[src/rtl/reg_writeback.sv]
// ---------------------------------------------------------------------------
// reg_writeback -- writeback stage for the bexkat2 integer register file.
//
// Merges single-cycle ALU results and variable-latency load results onto the
// register file's single write port. Loads that cannot be written right away
// wait in a small FIFO. A pending-load scoreboard (one bit per register plus
// a separate bit for the supervisor stack pointer) drives the read-hazard
// flags used by decode.
//
// Configuration macro: REGWB_SIGNEXT_EN
//   defined   : signed byte/half loads are sign-extended to WIDTH and written
//               with write_en = 11.
//   undefined : mem_signed is ignored; the size passes through unchanged.
//
// Ports
//   clk_i, rst_i               clock, asynchronous active-low reset
//   alu_valid/addr/super/data/size   ALU result (always accepted)
//   mem_valid/ready/addr/super/data/size/signed   load result handshake
//   issue_valid/addr/super     load issued: mark destination busy
//   supervisor                 current mode, selects r15 vs ssp for lookups
//   read1, read2 / hazard1, hazard2  decode source registers and hazards
//   write_addr/data/en/super   register-file write port
//   idle                       FIFO empty, no busy bits, no write in flight
// ---------------------------------------------------------------------------
module reg_writeback #(
    parameter int WIDTH  = 32,
    parameter int COUNT  = 16,
    parameter int COUNTP = 4,
    parameter int DEPTH  = 4
) (
    input  logic              clk_i,
    input  logic              rst_i,
    input  logic              alu_valid,
    input  logic [COUNTP-1:0] alu_addr,
    input  logic              alu_super,
    input  logic [WIDTH-1:0]  alu_data,
    input  logic [1:0]        alu_size,
    input  logic              mem_valid,
    output logic              mem_ready,
    input  logic [COUNTP-1:0] mem_addr,
    input  logic              mem_super,
    input  logic [WIDTH-1:0]  mem_data,
    input  logic [1:0]        mem_size,
    input  logic              mem_signed,
    input  logic              issue_valid,
    input  logic [COUNTP-1:0] issue_addr,
    input  logic              issue_super,
    input  logic              supervisor,
    input  logic [COUNTP-1:0] read1,
    input  logic [COUNTP-1:0] read2,
    output logic              hazard1,
    output logic              hazard2,
    output logic [COUNTP-1:0] write_addr,
    output logic [WIDTH-1:0]  write_data,
    output logic [1:0]        write_en,
    output logic              write_super,
    output logic              idle
);

    localparam int PTRW = $clog2(DEPTH);
    localparam int IDXW = $clog2(COUNT + 1);
    localparam logic [COUNTP-1:0] STACK_REG = COUNTP'(COUNT - 1);
    localparam logic [IDXW-1:0]   SSP_IDX   = IDXW'(COUNT);
    localparam logic [PTRW:0]     PTR_ONE   = (PTRW + 1)'(1);

    // Scoreboard index: the top register with the super flag maps to the
    // extra ssp slot, everything else maps to its own address.
    function automatic logic [IDXW-1:0] sb_index(input logic [COUNTP-1:0] addr,
                                                 input logic sup);
        return (sup && (addr == STACK_REG)) ? SSP_IDX : IDXW'(addr);
    endfunction

    // ------------------------------------------------------------------
    // Load FIFO
    // ------------------------------------------------------------------
    logic [COUNTP-1:0] fifo_addr_q  [DEPTH];
    logic              fifo_super_q [DEPTH];
    logic [WIDTH-1:0]  fifo_data_q  [DEPTH];
    logic [1:0]        fifo_size_q  [DEPTH];
`ifdef REGWB_SIGNEXT_EN
    logic              fifo_signed_q [DEPTH];
`else
    logic              unused_mem_signed;
    assign unused_mem_signed = mem_signed;
`endif

    // Pointers carry one extra bit so full and empty can be told apart.
    logic [PTRW:0] wr_ptr_q, rd_ptr_q;
    logic          fifo_empty, fifo_full;
    logic          alu_sel, mem_take, push, pop, bypass;

    assign fifo_empty = (wr_ptr_q == rd_ptr_q);
    assign fifo_full  = (wr_ptr_q[PTRW] != rd_ptr_q[PTRW]) &&
                        (wr_ptr_q[PTRW-1:0] == rd_ptr_q[PTRW-1:0]);
    assign mem_ready  = !fifo_full;

    assign alu_sel  = alu_valid && (alu_size != 2'b00);
    // A load goes out when the ALU is quiet and either the FIFO has an
    // entry or a new load arrives at an empty FIFO. The latter bypasses
    // storage so an uncontended load is written the following cycle.
    assign mem_take = !alu_sel && (!fifo_empty || mem_valid);
    assign pop      = mem_take && !fifo_empty;
    assign bypass   = mem_take && fifo_empty;
    assign push     = mem_valid && !fifo_full && !bypass;

    always_ff @(posedge clk_i) begin
        if (push) begin
            fifo_addr_q[wr_ptr_q[PTRW-1:0]]   <= mem_addr;
            fifo_super_q[wr_ptr_q[PTRW-1:0]]  <= mem_super;
            fifo_data_q[wr_ptr_q[PTRW-1:0]]   <= mem_data;
            fifo_size_q[wr_ptr_q[PTRW-1:0]]   <= mem_size;
`ifdef REGWB_SIGNEXT_EN
            fifo_signed_q[wr_ptr_q[PTRW-1:0]] <= mem_signed;
`endif
        end
    end

    // Load candidate: FIFO head, or the incoming load when bypassing.
    logic [COUNTP-1:0] cand_addr;
    logic              cand_super;
    logic [WIDTH-1:0]  cand_data;
    logic [1:0]        cand_size;
    logic [WIDTH-1:0]  cand_data_x;
    logic [1:0]        cand_size_x;
`ifdef REGWB_SIGNEXT_EN
    logic              cand_signed;
`endif

    always_comb begin
        cand_addr  = fifo_addr_q[rd_ptr_q[PTRW-1:0]];
        cand_super = fifo_super_q[rd_ptr_q[PTRW-1:0]];
        cand_data  = fifo_data_q[rd_ptr_q[PTRW-1:0]];
        cand_size  = fifo_size_q[rd_ptr_q[PTRW-1:0]];
`ifdef REGWB_SIGNEXT_EN
        cand_signed = fifo_signed_q[rd_ptr_q[PTRW-1:0]];
`endif
        if (fifo_empty) begin
            cand_addr  = mem_addr;
            cand_super = mem_super;
            cand_data  = mem_data;
            cand_size  = mem_size;
`ifdef REGWB_SIGNEXT_EN
            cand_signed = mem_signed;
`endif
        end
    end

    always_comb begin
        cand_data_x = cand_data;
        cand_size_x = cand_size;
`ifdef REGWB_SIGNEXT_EN
        if (cand_signed) begin
            if (cand_size == 2'b01) begin
                cand_data_x = {{(WIDTH-8){cand_data[7]}}, cand_data[7:0]};
                cand_size_x = 2'b11;
            end else if (cand_size == 2'b10) begin
                cand_data_x = {{(WIDTH-16){cand_data[15]}}, cand_data[15:0]};
                cand_size_x = 2'b11;
            end
        end
`endif
    end

    // ------------------------------------------------------------------
    // Write port
    // ------------------------------------------------------------------
    logic [COUNTP-1:0] write_addr_q, write_addr_d;
    logic [WIDTH-1:0]  write_data_q, write_data_d;
    logic [1:0]        write_en_q, write_en_d;
    logic              write_super_q, write_super_d;
    logic              load_wr_q, load_wr_d;   // current write came from a load

    always_comb begin
        write_addr_d  = write_addr_q;
        write_data_d  = write_data_q;
        write_super_d = write_super_q;
        write_en_d    = 2'b00;
        load_wr_d     = 1'b0;
        // write_super is normalised so it is only ever set for the ssp,
        // which keeps the hazard compare and busy clear index consistent.
        if (alu_sel) begin
            write_addr_d  = alu_addr;
            write_data_d  = alu_data;
            write_en_d    = alu_size;
            write_super_d = alu_super && (alu_addr == STACK_REG);
        end else if (mem_take) begin
            write_addr_d  = cand_addr;
            write_data_d  = cand_data_x;
            write_en_d    = cand_size_x;
            write_super_d = cand_super && (cand_addr == STACK_REG);
            load_wr_d     = 1'b1;
        end
    end

    // ------------------------------------------------------------------
    // Busy scoreboard: a load write clears its bit on the edge that ends
    // the write cycle; a same-cycle issue to the same slot takes priority.
    // ------------------------------------------------------------------
    logic [COUNT:0]  busy_q, busy_d;
    logic [IDXW-1:0] set_idx, clr_idx;

    assign set_idx = sb_index(issue_addr, issue_super);
    assign clr_idx = sb_index(write_addr_q, write_super_q);

    genvar gi;
    generate
        for (gi = 0; gi <= COUNT; gi++) begin : g_busy
            assign busy_d[gi] = (issue_valid && (set_idx == IDXW'(gi))) ||
                                (busy_q[gi] && !(load_wr_q && (clr_idx == IDXW'(gi))));
        end
    endgenerate

    always_ff @(posedge clk_i or negedge rst_i) begin
        if (!rst_i) begin
            wr_ptr_q      <= '0;
            rd_ptr_q      <= '0;
            busy_q        <= '0;
            write_addr_q  <= '0;
            write_data_q  <= '0;
            write_en_q    <= 2'b00;
            write_super_q <= 1'b0;
            load_wr_q     <= 1'b0;
        end else begin
            if (push) begin
                wr_ptr_q <= wr_ptr_q + PTR_ONE;
            end
            if (pop) begin
                rd_ptr_q <= rd_ptr_q + PTR_ONE;
            end
            busy_q        <= busy_d;
            write_addr_q  <= write_addr_d;
            write_data_q  <= write_data_d;
            write_en_q    <= write_en_d;
            write_super_q <= write_super_d;
            load_wr_q     <= load_wr_d;
        end
    end

    // ------------------------------------------------------------------
    // Hazards: pending load, or a write on the port this cycle that the
    // register file has not captured yet.
    // ------------------------------------------------------------------
    logic [IDXW-1:0] rd1_idx, rd2_idx;
    assign rd1_idx = sb_index(read1, supervisor);
    assign rd2_idx = sb_index(read2, supervisor);

    assign hazard1 = busy_q[rd1_idx] ||
                     ((write_en_q != 2'b00) && (write_addr_q == read1) &&
                      (write_super_q == (supervisor && (read1 == STACK_REG))));
    assign hazard2 = busy_q[rd2_idx] ||
                     ((write_en_q != 2'b00) && (write_addr_q == read2) &&
                      (write_super_q == (supervisor && (read2 == STACK_REG))));

    assign write_addr  = write_addr_q;
    assign write_data  = write_data_q;
    assign write_en    = write_en_q;
    assign write_super = write_super_q;
    assign idle        = fifo_empty && (busy_q == '0) && (write_en_q == 2'b00);

endmodule

[config.mk]
export PLATFORM = sky130hd
export DESIGN_NAME = reg_writeback
export DESIGN_NICKNAME = d
export VERILOG_FILES = /design/src/rtl/reg_writeback.sv
export SDC_FILE = /design/constraint.sdc
export NUM_CORES = 1
export LEC_CHECK = 0
export CAP_MARGIN = 15
export CELL_PAD_IN_SITES_DETAIL_PLACEMENT = 0
export CELL_PAD_IN_SITES_GLOBAL_PLACEMENT = 1
export CORE_MARGIN = 2
export CORE_UTILIZATION = 44
export CTS_CLUSTER_DIAMETER = 120
export DETAILED_ROUTE_END_ITERATION = 10
export GPL_TIMING_DRIVEN = 0
export PLACE_DENSITY = 0.82
export SYNTH_ARGS = -nofsm -noshare
export SYNTH_HDL_FRONTEND = slang
export SYNTH_SLANG_ARGS = --single-unit
[constraint.sdc]
create_clock -name clk_i -period 5.3 [get_ports clk_i]
set_input_delay 1.06 -clock clk_i [delete_from_list [all_inputs] [get_ports clk_i]]
set_output_delay 1.06 -clock clk_i [all_outputs]
set_load 0.01 [all_outputs]
### Word-level counts from Yosys, hierarchy flattened

Memories as Yosys holds them, arrays and structs flattened.
Index checks and enable logic that the tools add are counted.

* memories kept: 4
* RAM bits: 156
* logic and storage cells: 203
* register bits: 63

Memory list
* fifo_data_q: words 4, width 32, read ports 1, clocked after memory_dff 0, wr ports 1, line 78 `logic [WIDTH-1:0] fifo_data_q [DEPTH];`
* fifo_addr_q: words 4, width 4, read ports 1, clocked after memory_dff 0, wr ports 1, line 76 `logic [COUNTP-1:0] fifo_addr_q [DEPTH];`
* fifo_size_q: words 4, width 2, read ports 1, clocked after memory_dff 0, wr ports 1, line 79 `logic [1:0] fifo_size_q [DEPTH];`
* fifo_super_q: words 4, width 1, read ports 1, clocked after memory_dff 0, wr ports 1, line 77 `logic fifo_super_q [DEPTH];`

* order comparisons: 2
* add/subtract/negate cells: 2
* equality and inequality tests: 45
* muxes and demuxes: 24
* reductions and logical operators: 118

Operators by type and width (number)
* $mux W32: 3
* $eq A5 B4 Y1 const B: 16
* $logic_and A1 B1 Y1: 70
* $eq A5 B3 Y1 const B: 8
* $eq A4 B4 Y1 const B: 6
* $logic_not A1 Y1: 21
* $eq A5 B2 Y1 const B: 4
* $logic_or A1 B1 Y1: 20
* $mux W5: 4
* $logic_not A17 Y1: 1
* $lt A5 B6 Y1 const B: 2
* $mux W4: 3
* $bmux W1 S5: 2
* $eq A5 B1 Y1 const B: 2
* $eq A5 B5 Y1 const B: 2
* $logic_not A5 Y1: 2
* $mux W1: 9
* $eq A4 B4 Y1: 2
* $add A3 B1 Y3 const B: 2
* $mux W2: 3
* $reduce_bool A2 Y1: 3
* $eq A3 B3 Y1: 1
* $eq A1 B1 Y1: 2
* $eq A2 B2 Y1: 1
* 2 further kinds: 2

### Logic depth before layout (Yosys ltp)

* word-level depth: 9
* mapped depth: 8

### Worst setup path after synthesis

No wires, ideal clock.

* path type: input to output
* from: input read1[1]
* to: output hazard1
* setup slack: 1.886 ns
* stages: 5
* buffers on the path: 1
* arrival: 2.354 ns
* data required time: 4.240 ns
* cell sequence: clkbuf_1 > mux4_2 > a32o_1 > a21oi_1 > o211ai_1

* word-level cells in the longest chain between the ends: 6
* elaborated cells on any way between the ends: 10
* classes of those cells: 3 x eq/ne; 3 x mux; 4 x reduce/logical

RTL lines
* start: declaration: line 49 `input logic [COUNTP-1:0] read1,`
* $eq A4 B4 Y1: line 70, 249
* $logic_and A1 B1 Y1: line 70, 249
* $mux W5: line 70 `return (sup && (addr == STACK_REG)) ? SSP_IDX : IDXW'(addr);`
* $bmux W1 S5: line 247 `assign hazard1 = busy_q[rd1_idx] ||`
* $mux W1 (implied by the code): line 247
* $logic_or A1 B1 Y1 *: line 247
* end: declaration: line 51 `output logic hazard1,`

Every way passes the cells marked *; elsewhere a longest branch is shown, timed or not. The select of a mux whose other input is x is not followed.

### Final worst setup path

* from: input read1[0]
* to: output hazard1

Same word-level chain as after synthesis.

==> run_results.csv <==
group,metric,value,unit
status,status,"complete, no violations",
clock_network,cts_max_level,1,
clock_network,cts.sinks,219,
sta,tns,0,ps
floorplanning,dieWidth,151,um
power_and_ir_drop,p_switching,2190,uW
place,hpwl,15400,um
detailed_routing,wl,22300,um
worst_setup_path,regToRegSetupSlack,2940,ps
clock_network,cts_root_buffer,"clkbuf_16",
layout,fillCellCount,1607,
floorplanning,initial_utilization,0.452,
synthesis,avgSynthCellArea,14.8,um2
floorplanning,die_h,151,um
floorplanning,rows,53,
global_routing,grt_pass1_wl,34600,um
worst_setup_path,worst_path_largest_cell_delay,560,ps
worst_setup_path,cpMostUsedCell,"clkdlybuf4s50_1",
worst_setup_path,timing.rr.end,"fifo_data_q[0][25]",
power_and_ir_drop,clkPwrFrac,0.240,
detailed_routing,wl_per_cell,20.3,um
layout,final_nets,910,
place,io_buffers,134,
clock_network,clkTransAtPathRegs,60,ps
clock_network,ctsHoldBuffers,0,
power_and_ir_drop,combPwrFrac,0.369,
power_and_ir_drop,power_leakage,0.00427,uW
worst_setup_path,crit_chain,"clkdlybuf4s50_1 -> clkbuf_1 -> nand2_1 -> mux2i_1 -> a2111o_1 -> o211ai_1 -> clkdlybuf4s50_1",
power_and_ir_drop,switching_share,0.322,
detailed_routing,drt_pass1_iterations,5,
sta,fin_skew,24.7,ps
worst_setup_path,cp.required,4240,ps
worst_setup_path,critPathMaxFanout,10,
synthesis,netlist_instances,644,
detailed_routing,drcViolationCount,0,
worst_setup_path,crit_path_start_kind,"primary input",
worst_hold_path,holdPathEnd,"wr_ptr_q[2]",
layout,final_common_cell,"edfxtp_1",
floorplanning,core-area,21200,um2
sta,setup_viol_count_final,0,
sta,report.final.hold_viol_count,0,
layout,layout_common_cells,"156 x edfxtp_1, 133 x clkdlybuf4s50_1, 93 x o21ai_0, 75 x nand2_1, 63 x dfrtp_1",
worst_hold_path,min_from,"wr_ptr_q[2]",
global_routing,grt_pass1_vias,6216,
clock_network,cts_tree,"yes",
floorplanning,io_pins,141,
sta,tightest_slew,878,ps
detailed_routing,viasPerCell,5.50,
layout,area_growth,26.6,%
worst_setup_path,critPathKind,"primary input to output pin",
synthesis,seq_area_frac_synth,0.655,
worst_setup_path,crit_slowest_cell,"clkdlybuf4s50_1",
synthesis,ys_ff_latch,219,
clock_network,postCtsSetupRepairBufs,0,
power_and_ir_drop,ir_drop,293,uV
layout,drive_gt1_frac,0.150,
sta,slew_violations,0,
synthesis,synthArstFlopShare,0.288,
worst_hold_path,hold_path.class,"flop to flop",
worst_setup_path,r2r-start,"rd_ptr_q[1]",
synthesis,synth_edf_count,156,
power_and_ir_drop,seqPwrFrac,0.392,
synthesis,yosysUniqueCellTypes,50,
worst_setup_path,reg2reg_depth,4,
sta,period_minus_slack,4420,ps
global_routing,overflow,0,
sta,timing.slew.headroom,0.414,
job,cap_violations,0,
worst_hold_path,hold_depth,1,
floorplanning,die_area,22900,um2
worst_setup_path,arrival,3360,ps
clock_network,max-clock-path-buffers,3,
synthesis,synth_nets,747,
clock_network,cts.repair.resized,0,
detailed_routing,drtIter0Drc,406,
global_routing,antenna_found_initial,2,
power_and_ir_drop,intPower,4600,uW
sta,fmax,226,MHz
synthesis,syn_area,9560,um2
worst_setup_path,critPathCaptureType,"output pin",
synthesis,synth_flop_cell,"edfxtp_1",
sta,fin_crit_sh,0.834,
layout,utilization,0.572,
power_and_ir_drop,p_per_area,561,nW/um2
clock_network,clock_latency,500,ps
sta,rsz0062_at_grt,"false",
clock_network,cts_buffers,23,
detailed_routing,ant_nets,0,
global_routing,grt_max_degree,64,
detailed_routing,vias,6033,
place,gp_congestion,0.830,
synthesis,yosysWarnings,0,
global_routing,grt_usage,0.199,
power by group through the flow:
stage	clock (uW)	combinational, uW	sequential, uW
6_report	1630	2500	2660
2_1_floorplan	0	1500	2680
3_3_place_gp	0	2440	2680
5_1_grt	1720	2750	2700
4_1_cts	1650	2550	2660
3_5_place_dp	0	2520	2690
metrics by stage:
stage | area [um2] | power [uW] | hold slack [ps] | cells | worst slack (ps)
2_1_floorplan | 9560 | 4190 | 487 | 644 | 1890
3_3_place_gp | 11200 | 5120 | 506 | 1053 | 860
3_5_place_dp | 11300 | 5210 | 521 | 1057 | 881
4_1_cts | 12100 | 6850 | 533 | 1096 | 888
5_1_grt | 12100 | 7170 | 565 | 1096 | 725
6_report | 12100 | 6790 | 533 | 1097 | 878
synthesized netlist by cell type, drive strengths merged (2+ instances only):
| library cell | instances | area, um2 |
|---|---|---|
| mux4 | 42 | 946 |
| edfxtp | 156 | 4680 |
| a211oi | 2 | 15.0 |
| dfrtp | 63 | 1580 |
| mux2i | 41 | 410 |
| and3 | 3 | 18.8 |
| inv | 4 | 15.0 |
| nand2b | 4 | 25.0 |
| nand3 | 11 | 55.1 |
| nand4 | 4 | 25.0 |
| o21ai | 97 | 485 |
| nor3 | 4 | 31.3 |
| mux2 | 7 | 90.1 |
| o211ai | 3 | 22.5 |
| o31ai | 2 | 15.0 |
| nand2 | 75 | 282 |
| nor2 | 17 | 63.8 |
| buf | 21 | 144 |
| nor2b | 7 | 43.8 |
| nand3b | 4 | 30.0 |
| clkbuf | 17 | 63.8 |
| o2bb2ai | 3 | 26.3 |
| ha | 5 | 62.6 |
| xor2 | 8 | 92.6 |
| and2 | 4 | 25.0 |
| or2 | 4 | 25.0 |
| nor4 | 4 | 40.0 |
| xnor2 | 9 | 78.8 |
| a21oi | 7 | 35.0 |
| a31oi | 4 | 25.0 |
cell type report:
type	count	area, um2	area share
Antenna cell	1	2.50	0.000207
Buffer	38	208	0.0172
Clock buffer	31	656	0.0542
Clock inverter	8	118	0.00972
Inverter	4	15.0	0.00124
Multi-Input combinational cell	383	3080	0.254
Sequential cell	219	6260	0.517
Tap cell	275	344	0.0284
Timing Repair Buffer	138	1420	0.117
worst max path at each step:
stage / from / endpoint / slack (ps) / depth (start not counted)
global placement: rst_i / write_en[1] / 860 / 1
global route: read1[0] / hazard1 / 720 / 7
floorplan: read1[1] / hazard1 / 1890 / 5
finish: read1[0] / hazard1 / 880 / 7
detailed placement: read1[0] / hazard1 / 880 / 7
CTS: read1[0] / hazard1 / 890 / 7
per-layer routing:
layer	vias to the layer above	part of all wire	GRT usage
met5	-	0.00049	0
met4	2	0.0082	0.0290
met3	20	0.080	0.0386
met2	218	0.49	0.333
met1	3027	0.42	0.279
li1	2766	-	-
worst max-delay path, delay by kind of cell:
family                 cells  cell delay [ps]
buffers and inverters      3             1440
AND/OR/NAND/NOR            1              170
AO/OA/AOI/OAI              2              520
multiplexers               1              170
registers in the layout, summed over array words and instances, names as in the netlist, 3 cells and up:
name / flops
fifo_size_q: 8
rd_ptr_q: 3
busy_q: 17
write_addr: 4
fifo_super_q: 4
fifo_data_q: 128
wr_ptr_q: 3
fifo_addr_q: 16
write_data: 32
cells by family (layout without fill, tap and decap cells):
logic type	Yosys count	after routing	synth area share
AO/OA/AOI/OAI	128	128	0.0745
XOR/XNOR	17	17	0.0179
adder cells (fa/ha/maj)	5	5	0.00655
buffers and inverters	42	219	0.0233
flip-flops	219	219	0.655
multiplexers	90	90	0.151
other	0	1	0
AND/OR/NAND/NOR	143	143	0.0713
Note: power is estimated with default switching activity, not from simulation.
